### src/rtl/fetch_queue_stage_pkg.sv
// rtl/fetch_queue_stage_pkg.sv - shared widths, entry type and PC helper for the fetch stage
package fetch_queue_stage_pkg;

  localparam int PC_WIDTH = 32;
  localparam int IWIDTH   = 32;
  localparam int PC_STEP  = 4;

  typedef logic [PC_WIDTH-1:0] pc_t;
  typedef logic [IWIDTH-1:0]   instr_t;

  typedef struct packed {
    pc_t    pc;
    instr_t instr;
  } fq_entry_t;

  function automatic pc_t next_pc(input pc_t pc);
    return pc + pc_t'(PC_STEP);
  endfunction

endpackage

### src/rtl/fetch_queue_stage_if.sv
// rtl/fetch_queue_stage_if.sv - redirect, instruction-memory and decode-slot signals of the fetch stage
interface fetch_queue_stage_if;
  import fetch_queue_stage_pkg::*;

  logic   fs_i_change_pc;
  pc_t    fs_i_alu_pc;
  logic   fs_i_fetch_queue;
  logic   fs_o_imem_req;
  pc_t    fs_o_imem_addr;
  logic   fs_i_imem_valid;
  instr_t fs_i_imem_data;
  logic   fs_i_stall;
  logic   fs_o_ce0;
  logic   fs_o_ce1;
  instr_t fs_o_instr0;
  instr_t fs_o_instr1;
  pc_t    fs_o_pc0;
  pc_t    fs_o_pc1;

  modport master (
    input  fs_i_change_pc, fs_i_alu_pc, fs_i_fetch_queue,
    input  fs_i_imem_valid, fs_i_imem_data, fs_i_stall,
    output fs_o_imem_req, fs_o_imem_addr,
    output fs_o_ce0, fs_o_ce1, fs_o_instr0, fs_o_instr1, fs_o_pc0, fs_o_pc1
  );

  modport slave (
    output fs_i_change_pc, fs_i_alu_pc, fs_i_fetch_queue,
    output fs_i_imem_valid, fs_i_imem_data, fs_i_stall,
    input  fs_o_imem_req, fs_o_imem_addr,
    input  fs_o_ce0, fs_o_ce1, fs_o_instr0, fs_o_instr1, fs_o_pc0, fs_o_pc1
  );

endinterface

### src/rtl/fetch_queue_stage_fifo.sv
// rtl/fetch_queue_stage_fifo.sv - circular {pc, instr} buffer, one push and up to two pops per cycle
module fetch_fifo
  import fetch_queue_stage_pkg::*;
#(
  parameter int DEPTH = 8,
  localparam int AW = $clog2(DEPTH),
  localparam int CW = AW + 1
) (
  input  logic          clk,
  input  logic          rst,
  input  logic          clear,
  input  logic          push,
  input  fq_entry_t     push_entry,
  input  logic [1:0]    pop_cnt,
  output logic [CW-1:0] count,
  output fq_entry_t     head0,
  output fq_entry_t     head1
);

  fq_entry_t     mem_q [DEPTH];
  fq_entry_t     mem_d [DEPTH];
  logic [AW-1:0] head_q, head_d;
  logic [AW-1:0] tail_q, tail_d;
  logic [CW-1:0] count_q, count_d;

  // The caller never pops more than count, nor pushes into a full buffer.
  always_comb begin
    mem_d   = mem_q;
    head_d  = head_q;
    tail_d  = tail_q;
    count_d = count_q;
    if (clear) begin
      head_d  = '0;
      tail_d  = '0;
      count_d = '0;
    end else begin
      if (push) begin
        mem_d[tail_q] = push_entry;
        tail_d        = tail_q + AW'(1);
      end
      head_d  = head_q + AW'(pop_cnt);
      count_d = count_q + CW'(push) - CW'(pop_cnt);
    end
  end

  always_ff @(posedge clk or posedge rst) begin
    if (rst) begin
      mem_q   <= '{default: '0};
      head_q  <= '0;
      tail_q  <= '0;
      count_q <= '0;
    end else begin
      mem_q   <= mem_d;
      head_q  <= head_d;
      tail_q  <= tail_d;
      count_q <= count_d;
    end
  end

  always_comb begin
    count = count_q;
    head0 = mem_q[head_q];
    head1 = mem_q[head_q + AW'(1)];
  end

endmodule

### src/rtl/fetch_queue_stage.sv
// rtl/fetch_queue_stage.sv - fetch PC, single-outstanding imem requests and dual-slot instruction queue
// Optional FETCH_PERF_CNT_EN adds saturating redirect and stall counters.
module fetch_queue_stage
  import fetch_queue_stage_pkg::*;
#(
  parameter int  QDEPTH   = 8,
  parameter pc_t RESET_PC = '0
) (
  input  logic                 fs_i_clk,
  input  logic                 fs_i_rst,
  fetch_queue_stage_if.master  fs
`ifdef FETCH_PERF_CNT_EN
  ,
  output logic [31:0]          fs_o_redirect_cnt,
  output logic [31:0]          fs_o_stall_cnt
`endif
);

  localparam int CW = $clog2(QDEPTH) + 1;

  pc_t           pc_q, pc_d;
  pc_t           req_addr_q, req_addr_d;
  logic          out_q, out_d;
  logic          drop_q, drop_d;
  logic          redirect;
  logic          req;
  logic          push;
  logic [1:0]    pop_cnt;
  fq_entry_t     push_entry;
  logic [CW-1:0] count;
  fq_entry_t     head0, head1;
  logic          ce0, ce1;

  fetch_fifo #(.DEPTH(QDEPTH)) u_fifo (
    .clk        (fs_i_clk),
    .rst        (fs_i_rst),
    .clear      (redirect),
    .push       (push),
    .push_entry (push_entry),
    .pop_cnt    (pop_cnt),
    .count      (count),
    .head0      (head0),
    .head1      (head1)
  );

  // A response arriving this cycle frees the outstanding slot, so a new request may go out alongside it.
  always_comb begin
    redirect = fs.fs_i_change_pc | fs.fs_i_fetch_queue;
    req      = !fs_i_rst && (!out_q || fs.fs_i_imem_valid)
               && ((count + CW'(out_q)) < CW'(QDEPTH)) && !redirect;
    push     = fs.fs_i_imem_valid && out_q && !drop_q && !redirect;
    if (redirect || fs.fs_i_stall) pop_cnt = 2'd0;
    else if (count >= CW'(2))      pop_cnt = 2'd2;
    else                           pop_cnt = {1'b0, count[0]};
    push_entry.pc    = req_addr_q;
    push_entry.instr = fs.fs_i_imem_data;

    pc_d       = pc_q;
    req_addr_d = req_addr_q;
    out_d      = out_q;
    drop_d     = drop_q;
    if (fs.fs_i_change_pc) begin
      pc_d = fs.fs_i_alu_pc;
    end else if (fs.fs_i_fetch_queue) begin
      if (count != '0) pc_d = head0.pc;
      else if (out_q)  pc_d = req_addr_q;
    end else if (req) begin
      pc_d = next_pc(pc_q);
    end
    // Only a response still in flight after the redirect needs dropping later.
    if (redirect && out_q && !fs.fs_i_imem_valid) drop_d = 1'b1;
    if (fs.fs_i_imem_valid && out_q) begin
      out_d  = 1'b0;
      drop_d = 1'b0;
    end
    if (req) begin
      out_d      = 1'b1;
      req_addr_d = pc_q;
    end
  end

  always_ff @(posedge fs_i_clk or posedge fs_i_rst) begin
    if (fs_i_rst) begin
      pc_q       <= RESET_PC;
      req_addr_q <= '0;
      out_q      <= 1'b0;
      drop_q     <= 1'b0;
    end else begin
      pc_q       <= pc_d;
      req_addr_q <= req_addr_d;
      out_q      <= out_d;
      drop_q     <= drop_d;
    end
  end

  always_comb begin
    ce0               = !fs_i_rst && !redirect && (count != '0);
    ce1               = !fs_i_rst && !redirect && (count >= CW'(2));
    fs.fs_o_imem_req  = req;
    fs.fs_o_imem_addr = fs_i_rst ? '0 : pc_q;
    fs.fs_o_ce0       = ce0;
    fs.fs_o_ce1       = ce1;
    fs.fs_o_pc0       = ce0 ? head0.pc    : '0;
    fs.fs_o_instr0    = ce0 ? head0.instr : '0;
    fs.fs_o_pc1       = ce1 ? head1.pc    : '0;
    fs.fs_o_instr1    = ce1 ? head1.instr : '0;
  end

`ifdef FETCH_PERF_CNT_EN
  logic [31:0] redirect_cnt_q, redirect_cnt_d;
  logic [31:0] stall_cnt_q, stall_cnt_d;

  always_comb begin
    redirect_cnt_d = redirect_cnt_q;
    stall_cnt_d    = stall_cnt_q;
    if (redirect && (redirect_cnt_q != '1))
      redirect_cnt_d = redirect_cnt_q + 32'd1;
    if (fs.fs_i_stall && (count != '0) && (stall_cnt_q != '1))
      stall_cnt_d = stall_cnt_q + 32'd1;
  end

  always_ff @(posedge fs_i_clk or posedge fs_i_rst) begin
    if (fs_i_rst) begin
      redirect_cnt_q <= '0;
      stall_cnt_q    <= '0;
    end else begin
      redirect_cnt_q <= redirect_cnt_d;
      stall_cnt_q    <= stall_cnt_d;
    end
  end

  assign fs_o_redirect_cnt = redirect_cnt_q;
  assign fs_o_stall_cnt    = stall_cnt_q;
`endif

endmodule
### src/flat_wrapper.sv
// flat-port wrapper written by rule: the top's interface ports become plain ports
module fetch_queue_stage_flat import fetch_queue_stage_pkg::*;
#(
  parameter int  QDEPTH   = 8,
  parameter pc_t RESET_PC = '0
)
  (fs_i_clk, fs_i_rst, fs_fs_i_change_pc, fs_fs_i_alu_pc, fs_fs_i_fetch_queue, fs_fs_i_imem_valid, fs_fs_i_imem_data, fs_fs_i_stall, fs_fs_o_imem_req, fs_fs_o_imem_addr, fs_fs_o_ce0, fs_fs_o_ce1, fs_fs_o_instr0, fs_fs_o_instr1, fs_fs_o_pc0, fs_fs_o_pc1);
  fetch_queue_stage_if fs_i ();
  input  logic fs_i_clk;
  input  logic fs_i_rst;
  input wire logic [$bits(fs_i.fs_i_change_pc)-1:0] fs_fs_i_change_pc;
  input wire logic [$bits(fs_i.fs_i_alu_pc)-1:0] fs_fs_i_alu_pc;
  input wire logic [$bits(fs_i.fs_i_fetch_queue)-1:0] fs_fs_i_fetch_queue;
  input wire logic [$bits(fs_i.fs_i_imem_valid)-1:0] fs_fs_i_imem_valid;
  input wire logic [$bits(fs_i.fs_i_imem_data)-1:0] fs_fs_i_imem_data;
  input wire logic [$bits(fs_i.fs_i_stall)-1:0] fs_fs_i_stall;
  output wire logic [$bits(fs_i.fs_o_imem_req)-1:0] fs_fs_o_imem_req;
  output wire logic [$bits(fs_i.fs_o_imem_addr)-1:0] fs_fs_o_imem_addr;
  output wire logic [$bits(fs_i.fs_o_ce0)-1:0] fs_fs_o_ce0;
  output wire logic [$bits(fs_i.fs_o_ce1)-1:0] fs_fs_o_ce1;
  output wire logic [$bits(fs_i.fs_o_instr0)-1:0] fs_fs_o_instr0;
  output wire logic [$bits(fs_i.fs_o_instr1)-1:0] fs_fs_o_instr1;
  output wire logic [$bits(fs_i.fs_o_pc0)-1:0] fs_fs_o_pc0;
  output wire logic [$bits(fs_i.fs_o_pc1)-1:0] fs_fs_o_pc1;
  assign fs_i.fs_i_change_pc = fs_fs_i_change_pc;
  assign fs_i.fs_i_alu_pc = fs_fs_i_alu_pc;
  assign fs_i.fs_i_fetch_queue = fs_fs_i_fetch_queue;
  assign fs_i.fs_i_imem_valid = fs_fs_i_imem_valid;
  assign fs_i.fs_i_imem_data = fs_fs_i_imem_data;
  assign fs_i.fs_i_stall = fs_fs_i_stall;
  assign fs_fs_o_imem_req = fs_i.fs_o_imem_req;
  assign fs_fs_o_imem_addr = fs_i.fs_o_imem_addr;
  assign fs_fs_o_ce0 = fs_i.fs_o_ce0;
  assign fs_fs_o_ce1 = fs_i.fs_o_ce1;
  assign fs_fs_o_instr0 = fs_i.fs_o_instr0;
  assign fs_fs_o_instr1 = fs_i.fs_o_instr1;
  assign fs_fs_o_pc0 = fs_i.fs_o_pc0;
  assign fs_fs_o_pc1 = fs_i.fs_o_pc1;
  fetch_queue_stage #(.QDEPTH(QDEPTH), .RESET_PC(RESET_PC)) u_core (.fs_i_clk(fs_i_clk), .fs_i_rst(fs_i_rst), .fs(fs_i));
endmodule
### config.mk
export PLATFORM = sky130hd
export DESIGN_NAME = fetch_queue_stage_flat
export DESIGN_NICKNAME = d
export VERILOG_FILES = /design/src/rtl/fetch_queue_stage_pkg.sv /design/src/rtl/fetch_queue_stage_if.sv /design/src/rtl/fetch_queue_stage_fifo.sv /design/src/rtl/fetch_queue_stage.sv /design/src/flat_wrapper.sv
export SDC_FILE = /design/constraint.sdc
export NUM_CORES = 2
export LEC_CHECK = 0
export BUFFER_PORTS_ARGS = -buffer_cell sky130_fd_sc_hd__clkbuf_2
export CORE_ASPECT_RATIO = 1.75
export CORE_MARGIN = 4
export CORE_UTILIZATION = 35
export DETAILED_ROUTE_END_ITERATION = 8
export SLEW_MARGIN = 10
export SYNTH_ARGS = -nofsm -noshare
export SYNTH_HDL_FRONTEND = slang
export SYNTH_SLANG_ARGS = --single-unit
### constraint.sdc
create_clock -name fs_i_clk -period 23.6 [get_ports fs_i_clk]
set_clock_uncertainty 0.05 [all_clocks]
set_input_delay 7.08 -clock fs_i_clk [delete_from_list [all_inputs] [get_ports fs_i_clk]]
set_output_delay 7.08 -clock fs_i_clk [all_outputs]
set_load 0.05 [all_outputs]
* Yosys cells after proc, flatten, opt, wreduce, memory -nomap -nowiden
Cells that the tools add are included.
Storage, ports and cells: input port bits 70, logic and storage cells 97, bits in registers 588
Operators by class: add/sub/neg operators 7, equal/unequal tests 1, multiplexer cells 29, magnitude comparators 6, reduce and logical (&&, ||, !) cells 26, bitwise gates (word level) 5
Operator list (number):
- 512-bit bitwise mux | 1
- 64-bit binary-select mux with 3-bit select | 2
- 32-bit two-way mux | 10
- 64-bit two-way mux | 5
- 64-bit demux with 3-bit select | 1
- 32-bit by 3-bit adder with 32-bit output, second input constant | 1
- 4-bit greater-or-equal comparator, second input constant | 3
- 1-bit logical AND | 12
- 3-bit inverter with 4-bit output | 3
- 3-bit two-way mux | 3
- 4-bit by 1-bit adder with 4-bit output | 2
- 3-bit by 1-bit adder with 3-bit output, second input constant | 2
- 2-bit nonzero test | 3
- 1-bit logical NOT | 5
- 4-bit by 2-bit greater-or-equal comparator with 1-bit output, second input constant | 1
- 4-bit by 1-bit < comparator with 1-bit output, second input constant | 1
- 4-bit < comparator, second input constant | 1
- 1-bit two-way mux | 4
- 2-bit two-way mux | 2
- 4-bit two-way mux | 1
- 4-bit by 2-bit inequality test with 1-bit output, second input constant | 1
- 2-bit AND reduction | 2
- 4-bit nonzero test | 1
- 4-bit by 2-bit subtractor with 4-bit output | 1
- other kinds (5) | 6

* Depth between registers and ports, before layout
depth after elaboration 8, gate-level depth with buffers 11, gate-level depth less buffers 11

* Modules after synthesis
A second synthesis with hierarchy kept.
Second synthesis, totals: cell total of the unflattened synthesis 2247, area, all modules 32447.4 µm²
Modules (own cells, without submodules):
- fetch_fifo | area each 27347.5 µm², cells an instance 1596, times used 1
- fetch_queue_stage | area each 5099.9 µm², cells an instance 651, times used 1

* Worst setup path after synthesis
OpenSTA, ideal clock, no wires.
path kind input port to output port, start point in fs_i_rst, end point out fs_fs_o_pc0[19], required time 16470 ps, setup slack 6246 ps, data arrival time 10224 ps, stages 5, cell sequence clkbuf_1 -> nor3_1 -> nand2_1 -> clkbuf_1 -> a2111oi_0
On the way: cells in the longest elaborated chain, start to end 4
RTL lines:
- start: declaration | line flat_wrapper.sv:10 | input logic fs_i_rst;
- 1-bit logical NOT | line fetch_queue_stage.sv:97 | ce0 = !fs_i_rst && !redirect && (count != '0);
- 1-bit logical AND (2 in series) | line fetch_queue_stage.sv:97
- 32-bit two-way mux | line fetch_queue_stage.sv:103 | fs.fs_o_pc0 = ce0 ? head0.pc : '0;
- end: declaration | line flat_wrapper.sv:23 | output wire logic [$bits(fs_i.fs_o_pc0)-1:0] fs_fs_o_pc0;
Every way passes these cells.

* Final worst setup path
start point in fs_i_rst, end point out fs_fs_o_pc0[21]
The elaborated chain is that of the path after synthesis.

==> metrics.cfg <==
[drt]
wire_per_inst_um=26.9
drt-pass1-iter-count=5
drt_iter0_drc=1433
wirelength_um=101000
drtAntennaViolNets=0
dr_total_vias=21800
drc=0
via_per_inst=5.80

[place]
portBuffers=232
hpwlAfterDp_um=65500
place_inst=3642
placed_cell_area_um2=34000
gp_congestion=0.987

[clock_network]
cts_hold_buf=0
clk_latency_ns=0.65
tritoncts=built
clock-sinks=588
cts-root-buf=clkbuf_16
cts_max_path_buffers=3
numCtsBuffers=60
cts_resized=0
cts_max_level=2
post-cts-setup-buffer-count=0
clkTransAtPathRegs_ns=0.06

[cells_and_area]
multi_input_area_um2=16100
area_growth_pct=13.0
final_layout_size_suffix_gt1_share_pct=45.6
final_common_cell=dfrtp_1
mostFrequentLayoutCells=dfrtp_1 (585), mux2_2 (521), nand2_1 (250), mux4_2 (248), clkbuf_2 (232)
finalInstanceArea_um2=36000
fill_cells=8500
fin_util_pct=39.8
final_cell_count_no_fill=3760
layout.area.seq_um2=14700
fin_nets=2603

[yosys]
synth-seq-cells=588
synth_edf_count=0
netlist_instances=2398
seq_area_frac_synth_pct=46.2
async_flop_share_pct=100
syn_nets=2480
synthFlopType=dfrtp_1
yosys_warnings=0
avgSynthCellArea_um2=13.3
syn-cell-area_um2=31800
ys_types=69

[critical_path]
required_ns=16.47
crit_cells=6
rrSetupSlack_ns=19.16
rr_worst_depth=6
path_cells=clkbuf_2 -> buf_4 -> nor3_1 -> nand2_4 -> a2111oi_0 -> clkbuf_2
end_kind=output pin
critPathMaxFanout=60
cp.arrival_ns=9.67
critPathBufInv=3
cp_top_family=simple AND/OR/NAND/NOR gates
max_stage_delay_ns=0.70
crit_slowest_cell=a2111oi_0
start_kind=input port
criticalPathCategory=input port to output pin
cpMostUsedCell=clkbuf_2

[run]
maxCapViolCount=0

[die]
die_h_um=407
dieArea_um2=96000
ios=233
die_w_um=236
start_util_pct=35.2
core_area_um2=90400
rows=146

[timing]
setup_viol=0
worst_slew_pin_slew_ns=1.19
slew_viol_final=0
fin_crit_sh_pct=71.2
setup_tns_ns=0
fmax_mhz=59.5
min_period_ns=16.80
max_slew_margin_pct=20.4
finalHoldViolations=0
rsz0062_at_grt=false

[pwr]
ir_drop_mv=0.0552
p_sw_share_pct=28.0
p_comb_share_pct=10.4
p_leak_nw=16.0
pwr-share-clk_pct=41.0
sequentialPowerShare_pct=48.6
switchingPower_uw=661
internal_power_mw=1.70
p_per_area_nw_per_um2=65.7

[status]
outcome=finished clean

[min_path]
hold_path_depth=1
hold_class=flop to flop

[global_route]
grt.overflow.total=0
grt_usage_pct=20.7
grt_max_degree=183
grt_pass1_vias=23600
antenna_found_initial=3
grt_pass1_wl_um=154000

==> through the flow <==
stage	total power [mW]	hold slack [ns]	setup slack, ns
2_1_floorplan	1.31	0.403	6.25
3_3_place_gp	1.40	0.431	6.84
3_5_place_dp	1.41	0.452	6.73
4_1_cts	2.39	0.466	6.72
5_1_grt	2.46	0.476	6.55
6_report	2.36	0.469	6.80
==> final cells by class <==
class | instances | share of cell area (%)
multi-input combinational | 1569 | 44.8
sequential | 588 | 40.9
clock buffer | 80 | 4.66
timing repair buffer | 284 | 4.38
tap | 1184 | 4.12
clock inverter | 33 | 0.845
inverter | 18 | 0.198
antenna | 4 | 0.0278
==> cell usage after synthesis, drive strengths merged (8+ instances only) <==
cell | count | area [um2]
mux2i | 63 | 631
a21oi | 86 | 430
nor2 | 97 | 367
a31oi | 12 | 75.1
nor2b | 32 | 200
xnor2 | 8 | 70.1
and3 | 8 | 50.1
ha | 10 | 125
dfrtp | 588 | 14700
a2bb2oi | 9 | 78.8
o21ai | 26 | 130
nand3 | 20 | 100
nand2 | 253 | 950
nand4 | 12 | 75.1
nand2b | 8 | 50.1
a211oi | 9 | 67.6
o211ai | 13 | 97.6
inv | 18 | 67.6
buf | 109 | 586
mux2 | 525 | 5910
nor3 | 14 | 81.3
mux4 | 248 | 5590
clkbuf | 114 | 433
==> flip-flops by register name, indices dropped and copies added (netlist names) <==
register              count
u_core.u_fifo.count       4
u_core.req_addr_q        32
u_core.out_q              1
u_core.pc_q              32
u_core.u_fifo.tail_q      3
u_core.drop_q             1
u_core.u_fifo.mem_q     512
u_core.u_fifo.head_q      3
==> kinds of logic after synthesis <==
family | Yosys count | share of synthesized area, %
compound gates | 221 | 4.52
xor+xnor | 15 | 0.413
flops | 588 | 46.2
mux | 836 | 38.1
fa+ha+maj | 12 | 0.519
buf+inv | 241 | 3.41
simple gates | 485 | 6.82
==> power groups by stage <==
stage                     sequential, mW  combinational (mW)  clock [mW]
final                               1.15               0.247       0.969
after global routing                1.16               0.269        1.04
after CTS                           1.14               0.248        1.00
after detailed placement            1.16               0.246           0
after global placement              1.15               0.242           0
after floorplan                     1.11               0.201           0
==> final timing paths <==
kind	from	endpoint
hold / removal	u_core.u_fifo.mem_q[503]	u_core.u_fifo.mem_q[503]
setup / recovery	fs_i_rst	fs_fs_o_pc0[21]
min in group asynchronous	fs_i_rst	u_core.u_fifo.count[0]
hold reg to reg	u_core.u_fifo.mem_q[503]	u_core.u_fifo.mem_q[503]
max in group asynchronous	fs_i_rst	u_core.u_fifo.mem_q[353]
setup reg to reg	u_core.u_fifo.head_q[0]	u_core.pc_q[2]
==> worst register-to-register path, cell delays in order (launching register included) <==
cell     delay, ns
dfrtp_4       0.90
buf_4         0.78
buf_4         1.01
mux4_2        0.64
mux2i_1       0.49
a31oi_1       0.22
a32o_1        0.27
==> per-layer routing <==
layer | global-route usage (%) | routed length [um] | vias up
li1 | - | - | 9198
met1 | 25.7 | 40200 | 11600
met2 | 35.9 | 51100 | 819
met3 | 3.29 | 5030 | 216
met4 | 9.02 | 4780 | 0
met5 | 0 | 0 | -
(Power assumes the default switching activity.)
